--- src/rtl/sddr_cmd_monitor.sv ---
// Passive DDR3 command-bus monitor: decodes commands, tracks per-bank state,
// flags ordering/spacing violations and exposes results via a register window.
module sddr_cmd_monitor #(
  parameter int BANK_BITS = 3,
  parameter int ROW_BITS  = 13,
  parameter int T_RCD     = 6,
  parameter int T_RP      = 6,
  parameter int T_RFC     = 64
) (
  input  logic                 cpu_clock_i,
  input  logic                 cpu_reset_i,
  input  logic                 ddr3_reset_n_i,
  input  logic                 ddr3_cke_i,
  input  logic                 ddr3_cs_n_i,
  input  logic                 ddr3_ras_n_i,
  input  logic                 ddr3_cas_n_i,
  input  logic                 ddr3_we_n_i,
  input  logic [BANK_BITS-1:0] ddr3_ba_i,
  input  logic [ROW_BITS-1:0]  ddr3_addr_i,
  input  logic                 ctrl_cmd_valid,
  input  logic [15:0]          ctrl_cmd_address,
  input  logic [31:0]          ctrl_cmd_data,
  input  logic                 ctrl_cmd_write,
  output logic                 ctrl_cmd_ack,
  output logic                 ctrl_rsp_ready,
  output logic [31:0]          ctrl_rsp_data,
  output logic                 error_o
);

  localparam int NB     = 1 << BANK_BITS;
  localparam int T_MAX0 = (T_RCD > T_RP) ? T_RCD : T_RP;
  localparam int T_MAX  = (T_MAX0 > T_RFC) ? T_MAX0 : T_RFC;
  localparam int TW     = $clog2(T_MAX + 1);

  localparam logic [TW-1:0] T_SAT   = TW'(T_MAX);
  localparam logic [TW-1:0] T_ONE   = TW'(1);
  localparam logic [TW-1:0] T_RCD_W = TW'(T_RCD);
  localparam logic [TW-1:0] T_RP_W  = TW'(T_RP);
  localparam logic [TW-1:0] T_RFC_W = TW'(T_RFC);

  typedef enum logic [3:0] {
    CMD_MRS = 4'b0000,
    CMD_REF = 4'b0001,
    CMD_PRE = 4'b0010,
    CMD_ACT = 4'b0011,
    CMD_WR  = 4'b0100,
    CMD_RD  = 4'b0101,
    CMD_ZQC = 4'b0110,
    CMD_NOP = 4'b0111
  } cmd_e;

  logic [3:0]                    cmd_bits;
  logic                          is_idle, is_act, is_pre, is_rd, is_wr, is_ref;
  logic [NB-1:0]                 act_hit, pre_hit;
  logic [NB-1:0]                 bank_open;
  logic [NB-1:0][ROW_BITS-1:0]   open_row;
  logic [NB-1:0][TW-1:0]         act_timer, pre_timer;
  logic [TW-1:0]                 ref_timer;
  logic [7:0]                    viol;
  logic [7:0]                    status, status_next;
  logic [31:0]                   capture, capture_value;
  logic [31:0]                   act_count, rd_count, wr_count, ref_count;
  logic [31:0]                   rd_value;
  logic                          wr_en, rd_en;
  logic                          unused_bits;

  assign cmd_bits = {ddr3_cs_n_i, ddr3_ras_n_i, ddr3_cas_n_i, ddr3_we_n_i};

  always_comb begin
    is_idle = ddr3_cs_n_i || (cmd_bits == CMD_NOP);
    is_act  = !ddr3_cs_n_i && (cmd_bits == CMD_ACT);
    is_pre  = !ddr3_cs_n_i && (cmd_bits == CMD_PRE);
    is_rd   = !ddr3_cs_n_i && (cmd_bits == CMD_RD);
    is_wr   = !ddr3_cs_n_i && (cmd_bits == CMD_WR);
    is_ref  = !ddr3_cs_n_i && (cmd_bits == CMD_REF);
  end

  always_comb begin
    act_hit = '0;
    pre_hit = '0;
    for (int b = 0; b < NB; b++) begin
      act_hit[b] = is_act && (ddr3_ba_i == BANK_BITS'(b));
      pre_hit[b] = is_pre && (ddr3_addr_i[10] || (ddr3_ba_i == BANK_BITS'(b)));
    end
  end

  // Timers hold "edges since event", so the value seen at a command edge is k.
  always_comb begin
    viol = '0;
    if (is_act) begin
      viol[0] = bank_open[ddr3_ba_i];
      viol[3] = pre_timer[ddr3_ba_i] < T_RP_W;
    end
    if (is_rd || is_wr) begin
      viol[1] = !bank_open[ddr3_ba_i];
      viol[2] = act_timer[ddr3_ba_i] < T_RCD_W;
    end
    if (is_ref) begin
      viol[4] = |bank_open;
    end
    if (!is_idle) begin
      viol[5] = ref_timer < T_RFC_W;
      viol[6] = !ddr3_cke_i;
      viol[7] = !ddr3_reset_n_i;
    end
  end

  assign wr_en = ctrl_cmd_valid && ctrl_cmd_write;
  assign rd_en = ctrl_cmd_valid && !ctrl_cmd_write;

  // New violations are OR-ed in after the W1C mask so they always survive.
  always_comb begin
    status_next = status;
    if (wr_en && (ctrl_cmd_address == 16'h0000)) begin
      status_next = status & ~ctrl_cmd_data[7:0];
    end
    status_next = status_next | viol;
  end

  always_comb begin
    capture_value                  = '0;
    capture_value[19:16]           = cmd_bits;
    capture_value[8 +: BANK_BITS]  = ddr3_ba_i;
    capture_value[7:0]             = viol;
  end

  always_comb begin
    rd_value = '0;
    case (ctrl_cmd_address)
      16'h0000: rd_value = {24'd0, status};
      16'h0004: rd_value = 32'(bank_open);
      16'h0008: rd_value = act_count;
      16'h000C: rd_value = rd_count;
      16'h0010: rd_value = wr_count;
      16'h0014: rd_value = ref_count;
      16'h0018: rd_value = capture;
      default:  rd_value = '0;
    endcase
  end

  function automatic logic [31:0] count_next(input logic [31:0] cnt,
                                             input logic        clr,
                                             input logic        inc);
    logic [31:0] base;
    base = clr ? 32'd0 : cnt;
    if (inc && (base != 32'hFFFF_FFFF)) begin
      base = base + 32'd1;
    end
    return base;
  endfunction

  always_ff @(posedge cpu_clock_i or posedge cpu_reset_i) begin
    if (cpu_reset_i) begin
      bank_open <= '0;
      open_row  <= '0;
      act_timer <= {NB{T_SAT}};
      pre_timer <= {NB{T_SAT}};
      ref_timer <= T_SAT;
    end else begin
      for (int b = 0; b < NB; b++) begin
        if (act_hit[b]) begin
          bank_open[b] <= 1'b1;
          open_row[b]  <= ddr3_addr_i;
          act_timer[b] <= T_ONE;
        end else if (act_timer[b] != T_SAT) begin
          act_timer[b] <= act_timer[b] + T_ONE;
        end
        if (pre_hit[b]) begin
          bank_open[b] <= 1'b0;
          pre_timer[b] <= T_ONE;
        end else if (pre_timer[b] != T_SAT) begin
          pre_timer[b] <= pre_timer[b] + T_ONE;
        end
      end
      if (is_ref) begin
        ref_timer <= T_ONE;
      end else if (ref_timer != T_SAT) begin
        ref_timer <= ref_timer + T_ONE;
      end
    end
  end

  always_ff @(posedge cpu_clock_i or posedge cpu_reset_i) begin
    if (cpu_reset_i) begin
      act_count <= '0;
      rd_count  <= '0;
      wr_count  <= '0;
      ref_count <= '0;
    end else begin
      act_count <= count_next(act_count, wr_en && (ctrl_cmd_address == 16'h0008), is_act);
      rd_count  <= count_next(rd_count,  wr_en && (ctrl_cmd_address == 16'h000C), is_rd);
      wr_count  <= count_next(wr_count,  wr_en && (ctrl_cmd_address == 16'h0010), is_wr);
      ref_count <= count_next(ref_count, wr_en && (ctrl_cmd_address == 16'h0014), is_ref);
    end
  end

  // Capture only the first violation after status was last fully clear.
  always_ff @(posedge cpu_clock_i or posedge cpu_reset_i) begin
    if (cpu_reset_i) begin
      status         <= '0;
      capture        <= '0;
      error_o        <= 1'b0;
      ctrl_rsp_ready <= 1'b0;
      ctrl_rsp_data  <= '0;
    end else begin
      status  <= status_next;
      error_o <= |status_next;
      if ((status == 8'd0) && (viol != 8'd0)) begin
        capture <= capture_value;
      end
      ctrl_rsp_ready <= rd_en;
      ctrl_rsp_data  <= rd_en ? rd_value : 32'd0;
    end
  end

  assign ctrl_cmd_ack = 1'b1;

  // Open rows are tracked for debug visibility but feed no check or register.
  assign unused_bits = ^{open_row, ctrl_cmd_data[31:8]};

endmodule
--- config.mk ---
export PLATFORM = sky130hd
export DESIGN_NAME = sddr_cmd_monitor
export DESIGN_NICKNAME = d
export VERILOG_FILES = /design/src/rtl/sddr_cmd_monitor.sv
export SDC_FILE = /design/constraint.sdc
export NUM_CORES = 1
export LEC_CHECK = 0
export CORE_ASPECT_RATIO = 1.4
export CORE_MARGIN = 2
export CORE_UTILIZATION = 55
export CTS_CLUSTER_DIAMETER = 60
export DETAILED_ROUTE_END_ITERATION = 12
export PLACE_DENSITY = 0.75
export SKIP_CTS_REPAIR_TIMING = 1
export SLEW_MARGIN = 30
export SYNTH_ARGS = -nofsm -noshare
export SYNTH_HDL_FRONTEND = slang
export SYNTH_SLANG_ARGS = --single-unit
--- constraint.sdc ---
create_clock -name cpu_clock_i -period 12.24 [get_ports cpu_clock_i]
set_input_delay 1.836 -clock cpu_clock_i [delete_from_list [all_inputs] [get_ports cpu_clock_i]]
set_output_delay 1.836 -clock cpu_clock_i [all_outputs]
set_load 0.1 [all_outputs]
==> impl_metrics.env <==
export IMPL_outcome="finished clean"
export IMPL_grt_pass1_vias=13700
export IMPL_io_buffer_count=71
export IMPL_max_freq_ghz=0.210
export IMPL_die_h_um=209
export IMPL_synthTopCellsByArea="dfrtp_1, nor2_1, xnor2_1"
export IMPL_ys_seq_area_share_pct=47.6
export IMPL_clockBufferDepth=3
export IMPL_dieArea_um2=31300
export IMPL_insertion_delay_ns=0.53
export IMPL_power_internal_mw=2.19
export IMPL_grt_usage_pct=28.7
export IMPL_r2r_end="ref_count[9]$_DFF_PP0_"
export IMPL_num_rows=74
export IMPL_layout_setup_ws_ns=7.48
export IMPL_synth_top_area_share_pct=44.9
export IMPL_drt_iter0_drc=1142
export IMPL_swShare_pct=32.4
export IMPL_r2r_cells=6
export IMPL_netlist_area_um2=16400
export IMPL_worst_pin_slew_ns=0.985
export IMPL_switchingPower_mw=1.05
export IMPL_drcViolationCount=0
export IMPL_syn2layout_area_growth_pct=14.0
export IMPL_wl_met3_um=2860
export IMPL_fin_skew_ns=0.0152
export IMPL_gp_congestion=0.912
export IMPL_synth_distinct_cells=73
export IMPL_worstSetupPathType="primary input to flip-flop"
export IMPL_synth_enable_flop_cells=0
export IMPL_maxUsedRoutingLayer="met4"
export IMPL_cts_root_buf="clkbuf_16"
export IMPL_min_period_ns=4.76
export IMPL_crit_buf_inv=1
export IMPL_maxSlewHeadroom_pct=34.2
export IMPL_core_um2=29300
export IMPL_finalNetCount=1955
export IMPL_grt_pass1_wl_um=71300
export IMPL_synth_avg_cell_area_um2=9.25
export IMPL_p_comb_share_pct=19.9
export IMPL_antenna_found_initial=0
export IMPL_n_antenna_cell=0
export IMPL_synth_commonest_cells="dfrtp_1, nor2_1, nand2_1"
export IMPL_vdd_ir_drop_max_mv=0.160
export IMPL_synth_top_cell_by_area="dfrtp_1"
export IMPL_setup_tns_ns=0
export IMPL_pwr_share_clk_pct=32.3
export IMPL_post_place_ws_ns=6.84
export IMPL_io_pins=109
export IMPL_hp_start="capture[5]$_DFFE_PP0P_"
export IMPL_wl_per_cell_um=19.6
export IMPL_path_delay_family="simple AND/OR/NAND/NOR gates"
export IMPL_numCtsBuffers=34
export IMPL_met1_length_um=16300
export IMPL_hold_viol=0
export IMPL_ys_flop_type="dfrtp_1"
export IMPL_path_max_fanout=19
export IMPL_cts_tree="built"
export IMPL_clk_pin_slew_ns=0.06
export IMPL_cp_start_kind="primary input"
export IMPL_min_period_over_period_pct=38.9
export IMPL_finalSetupViolCount=0
export IMPL_slowest_delay_ns=0.74
export IMPL_synth_nets=1885
export IMPL_clkSinkCount=312
export IMPL_dp_final_hpwl_um=32000
export IMPL_p_seq_share_pct=47.9
export IMPL_die_width_um=150
export IMPL_cp_slowest_cell="or4_1"
export IMPL_final_antenna_net_count=0
export IMPL_vias=14000
export IMPL_rsz0062_at_grt="no"
export IMPL_multi_input_area_um2=8070
export IMPL_drive_gt1_share_pct=7.16
export IMPL_async_reset_ff_share_pct=100
export IMPL_crit_path_end_kind="flip-flop"
export IMPL_grt_ovfl_total=0
export IMPL_path_cells="clkdlybuf4s50_1 > or4_1 > or4_1 > o211ai_2 > o21ai_2 > or4_1 > a21oi_1"
export IMPL_grt_max_degree=93
export IMPL_initial_core_util_pct=56.2
export IMPL_synthCells=1777
export IMPL_maxSlewViolCount=0
export IMPL_crit_top_cell="or4_1"
export IMPL_reg2reg_slack_ns=9.26
export IMPL_htreeDepth=2
export IMPL_wirelength_um=44200
export IMPL_crit_required_ns=12.69
export IMPL_p_leak_nw=7.51
export IMPL_worstPathArrival_ns=5.21
export IMPL_synth_most_common_cell="dfrtp_1"
export IMPL_ys_ff_latch=312
export IMPL_viasPerCell=6.20
export IMPL_fillers=2452
export IMPL_ys_warnings_count=0
export IMPL_hp_class="flip-flop to flip-flop"
export IMPL_cap_viol_max_count=0
export IMPL_fin_cells=2252
export IMPL_powerDensity_nw_per_um2=173
export IMPL_p_total_mw=3.25
export IMPL_firstDrtPassIters=6
export IMPL_seqCellArea_um2=7830
export IMPL_r2r_start="ref_count[17]$_DFF_PP0_"
export IMPL_hold_path_cell_count=2
export IMPL_holdPathEnd="capture[5]$_DFFE_PP0P_"
export IMPL_route_met2_wl_um=22400
export IMPL_place_inst=2191
## final cells by class
cell class | instances | area share [%]
well taps | 380 | 2.54
repair buffers | 95 | 4.86
clock inverters | 16 | 0.982
inverters | 83 | 1.70
clock buffers | 45 | 5.09
multi-input cells | 1321 | 43.1
flip-flops and latches | 312 | 41.8
## worst min-delay path: cells and delay by family, from the launching register on
kind	cells	cell delay (ns)
DFF	1	0.37
AOI/OAI and AO/OA	1	0.05
buffers and inverters	1	0.06
## registers in the layout, indices dropped and copies added (netlist names)
name,cells
ref_timer,7
status,8
rd_count,32
act_timer,56
capture,15
ref_count,32
ctrl_rsp_data,32
pre_timer,56
act_count,32
bank_open,8
wr_count,32
error_o,1
ctrl_rsp_ready,1
## kinds of logic after synthesis
logic type	count (synthesis)	share of synthesized area [%]
xor gates and xnor gates	129	6.88
and+or+nand+nor	768	23.6
adders and majority gates	34	2.59
AOI/OAI and AO/OA	364	14.1
muxes	25	1.58
DFF	312	47.6
buffers and inverters	144	3.52
other	1	0.0228
## per-stage QoR
step	utilization (%)	hold slack [ns]	area, um^2
6_report	64.0	0.517	18700
5_1_grt	64.0	0.544	18700
4_1_cts	64.0	0.520	18700
3_5_place_dp	60.1	0.506	17600
3_3_place_gp	60.0	0.502	17600
2_1_floorplan	-	0.473	16400
## layout by cell type, fill, tap and decap left out, types with 14 or more instances in the layout
cell             synthesis  layout
a21oi_1                123     123
a222oi_1                14      14
a22oi_1                 60      60
a31oi_1                 17      17
and3_1                  31      31
buf_4                    1      21
clkbuf_16                0      35
clkdlybuf4s50_1          0      71
dfrtp_1                295     295
dfstp_2                 17      17
ha_1                    34      34
inv_1                   83      82
mux2i_1                 18      18
nand2_1                130     130
nand3_1                 84      84
nand4_1                 32      32
nor2_1                 238     234
nor3_1                  57      54
nor4_1                  32      31
o21ai_0                 73      73
or3_1                   59      59
or4_1                   26      26
xnor2_1                 82      82
xor2_1                  47      47
## per-layer routing
layer | global-route usage [%] | vias to the layer above
li1 | - | 6540
met3 | 4.30 | 131
met5 | 0 | -
met4 | 15.0 | 0
met1 | 34.4 | 6790
met2 | 49.6 | 511
## power groups by stage
stage               sequential [mW]  combinational [mW]  clock [mW]
CTS                            1.55               0.652        1.07
detailed placement             1.56               0.646           0
finish                         1.55               0.645        1.05
global placement               1.55               0.604           0
floorplan                      1.49               0.517           0
global route                   1.59               0.748        1.11
## worst max path at each step
stage / to / slack (ns) / startpoint / cells past startpoint
after floorplan: act_count[0]$_DFF_PP0_ / 1.80 / cpu_reset_i / 1
after global placement: rd_count[15]$_DFF_PP0_ / 6.93 / ctrl_cmd_address[8] / 7
after detailed placement: rd_count[5]$_DFF_PP0_ / 6.84 / ctrl_cmd_address[8] / 7
after CTS: rd_count[5]$_DFF_PP0_ / 7.39 / ctrl_cmd_address[8] / 7
after global routing: rd_count[5]$_DFF_PP0_ / 7.36 / ctrl_cmd_address[8] / 7
final: rd_count[5]$_DFF_PP0_ / 7.48 / ctrl_cmd_address[8] / 7
No activity file was read; power rests on OpenSTA's default activity.
==> RTL edit, RTL diff (same settings) <==
Reset style: synchronous (`cpu_reset_i`), changed in 3 clocked blocks.
--- a/src/rtl/sddr_cmd_monitor.sv
+++ b/src/rtl/sddr_cmd_monitor.sv
@@ -149,7 +149,7 @@
     return base;
   endfunction
 
-  always_ff @(posedge cpu_clock_i or posedge cpu_reset_i) begin
+  always_ff @(posedge cpu_clock_i) begin
     if (cpu_reset_i) begin
       bank_open <= '0;
       open_row  <= '0;
@@ -180,7 +180,7 @@
     end
   end
 
-  always_ff @(posedge cpu_clock_i or posedge cpu_reset_i) begin
+  always_ff @(posedge cpu_clock_i) begin
     if (cpu_reset_i) begin
       act_count <= '0;
       rd_count  <= '0;
@@ -195,7 +195,7 @@
   end
 
   // Capture only the first violation after status was last fully clear.
-  always_ff @(posedge cpu_clock_i or posedge cpu_reset_i) begin
+  always_ff @(posedge cpu_clock_i) begin
     if (cpu_reset_i) begin
       status         <= '0;
       capture        <= '0;
Behaviour: differs if cpu_reset_i is asserted again (counterexample within 4 cycles, from zero or initial values and one cycle with cpu_reset_i high); with cpu_reset_i held inactive, the same outputs for 4 cycles.
==> RTL edit against the unedited design <==
- cell area shrank 6.0%
- area after synthesis shrank 5.5%
- routed wire length shrank 1.9%
- largest cell class unchanged
- register-to-register slack lost 0.03 ns
- core utilization shrank 0.54 points
- worst hold slack lost 0.051 ns
- sequential cell count is the same
- clock skew shrank 0.0029 ns
- critical path depth is the same
- worst setup slack lost 0.30 ns
- cell count grew 0.44%
Power is not compared: it rests on default switching activity, and its combinational part moved more than twofold at a synthesized area within 25%.
==> RTL edit: results (changes against the unedited design) <==
[global_routing]
antenna_found_initial = 0  ; unchanged
grt_pass1_vias = 13400  ; was 13700
grt_max_degree = 64  ; was 93
grt_util_met3 = 0.03596  ; was 0.04298
grt_pass1_wl_mm = 69.75  ; was 71.28 mm
grt_util_met1 = 0.3307  ; was 0.3437
grt.met2_usage = 0.5044  ; was 0.4958
track_usage = 0.2883  ; was 0.2871

[drt]
drt_first_iter_violations = 1339  ; was 1142
num_vias = 14210  ; was 13970
drt_wl_total_mm = 43.37  ; was 44.20 mm

[synthesis]
synth_xor_area_frac = 0.08684  ; was 0.06875
synth_compound_area_frac = 0.1623  ; was 0.1413
muxShareOfSynthArea = 0.02360  ; was 0.01576
synthFlopType = dfxtp_1  ; was dfrtp_1
synth_fa_ha_area_frac = 0.02739  ; was 0.02589
async_flop_share = 0  ; was 1.000
ys_top_cells_by_area = dfxtp_1 40%, xnor2_1 5.1%, nor2_1 4.7%  ; was dfrtp_1 45%, nor2_1 5.4%, xnor2_1 4.4%
ys_seq_area_frac = 0.4021  ; was 0.4764
synthTopCellsByCount = 312 x dfxtp_1, 194 x nor2_1, 160 x nand2_1  ; was 295 x dfrtp_1, 238 x nor2_1, 130 x nand2_1
synth_nets = 1946  ; was 1885
ys_types = 70  ; was 73

[setup_path]
critical_path_arrival_ns = 5.55  ; was 5.21 ns
worst_path_largest_cell_delay_ns = 0.85  ; was 0.74 ns
r2r_setup_slack_ns = 9.23  ; was 9.26 ns
critPathSlowestCell = nand2_1  ; was or4_1
cp_max_fo = 20  ; was 19

[clock_tree]
clk-insertion-delay-late_ns = 0.59  ; was 0.53 ns
cts_buffers = 31  ; was 34
htreeDepth = 1  ; was 2

[cells_and_area]
top_regs = act_timer (56), pre_timer (56)  ; unchanged
nets = 1977  ; was 1955
n_antenna_cell = 0  ; unchanged
drive_above_1_share = 0.05233  ; was 0.07158

[timing]
fin_skew_ns = 0.01231  ; was 0.01518 ns
setup_ws_ns = 7.173  ; was 7.476 ns
slew_headroom = 0.3272  ; was 0.3415

[hold_path]
hp-class = register to register  ; unchanged

[place]
dpl.hpwl_mm = 30.87  ; was 31.99 mm
pre_cts_ws_ns = 6.658  ; was 6.841 ns
port_buffers = 71  ; unchanged
place_congestion = 0.8927  ; was 0.9124

[run_status]
status = completed  ; unchanged

[power]
peakVddDrop_mv = 0.1226

[RTL edit: cell types whose count changed after synthesis, moves of 31 or more]
cell     delta
dfrtp_1   -295
dfxtp_1   +312
nand3_1    +32
o21ai_0    -37
inv_1      -31
nor2_1     -44
or3_1      -31
a21oi_1    -32
[RTL edit: path summary, 6_finish.rpt]
path / from / end / cells after the start
setup / recovery: ctrl_cmd_address[13] / act_count[2]$_SDFF_PP0_ / 7
hold reg to reg: capture[19]$_SDFFE_PP0P_ / capture[19]$_SDFFE_PP0P_ / 2
setup reg to reg: ref_count[0]$_SDFF_PP0_ / ref_count[26]$_SDFF_PP0_ / 6
hold / removal: capture[19]$_SDFFE_PP0P_ / capture[19]$_SDFFE_PP0P_ / 2
[RTL edit: logic make-up after synthesis]
kind of cell	after synthesis
adders and majority gates	34
DFF	312
and+or+nand+nor	798
xor gates and xnor gates	154
muxes	34
AOI/OAI and AO/OA	361
other	1
buffers and inverters	144
[RTL edit: metal layers]
metal	wire length [µm]	share of wire	up-vias
li1	-	-	6788
met1	16810	0.39	6751
met2	21100	0.49	508
met3	2216	0.051	166
met4	3242	0.075	0
met5	0	0	-
[RTL edit: area by class of cell]
cell class	count	area, µm²
Inverter	52	195.2
Multi-Input combinational cell	1382	8776
Clock buffer	37	838.3
Timing Repair Buffer	90	850.8
Clock inverter	19	251.5
Sequential cell	312	6246
Fill cell	2421	10130
Tap cell	370	462.9
[RTL edit: metrics by stage]
step / cell area [µm²] / cells / hold slack, ns / power (W)
floorplan: 15530 / 1838 / 0.4077 / 0.001326
global placement: 16520 / 2206 / 0.4569 / 0.001382
detailed placement: 16520 / 2206 / 0.4562 / 0.001397
CTS: 17610 / 2262 / 0.4657 / 0.002418
global route: 17620 / 2262 / 0.5066 / 0.002499
finish: 17620 / 2262 / 0.4664 / 0.002408
[RTL edit: power breakdown]
| part | switching, W | leakage, nW | internal [W] |
|---|---|---|---|
| sequential | 0.0000400 | 2.52 | 0.00105 |
| combinational | 0.000162 | 2.98 | 0.000122 |
| clock | 0.000419 | 0.551 | 0.000612 |
[RTL edit: tightest hold or removal path, stage by stage, from the launching register on]
cell and delay, ns:
dfxtp_1 0.33, inv_1 0.06, a311oi_1 0.03
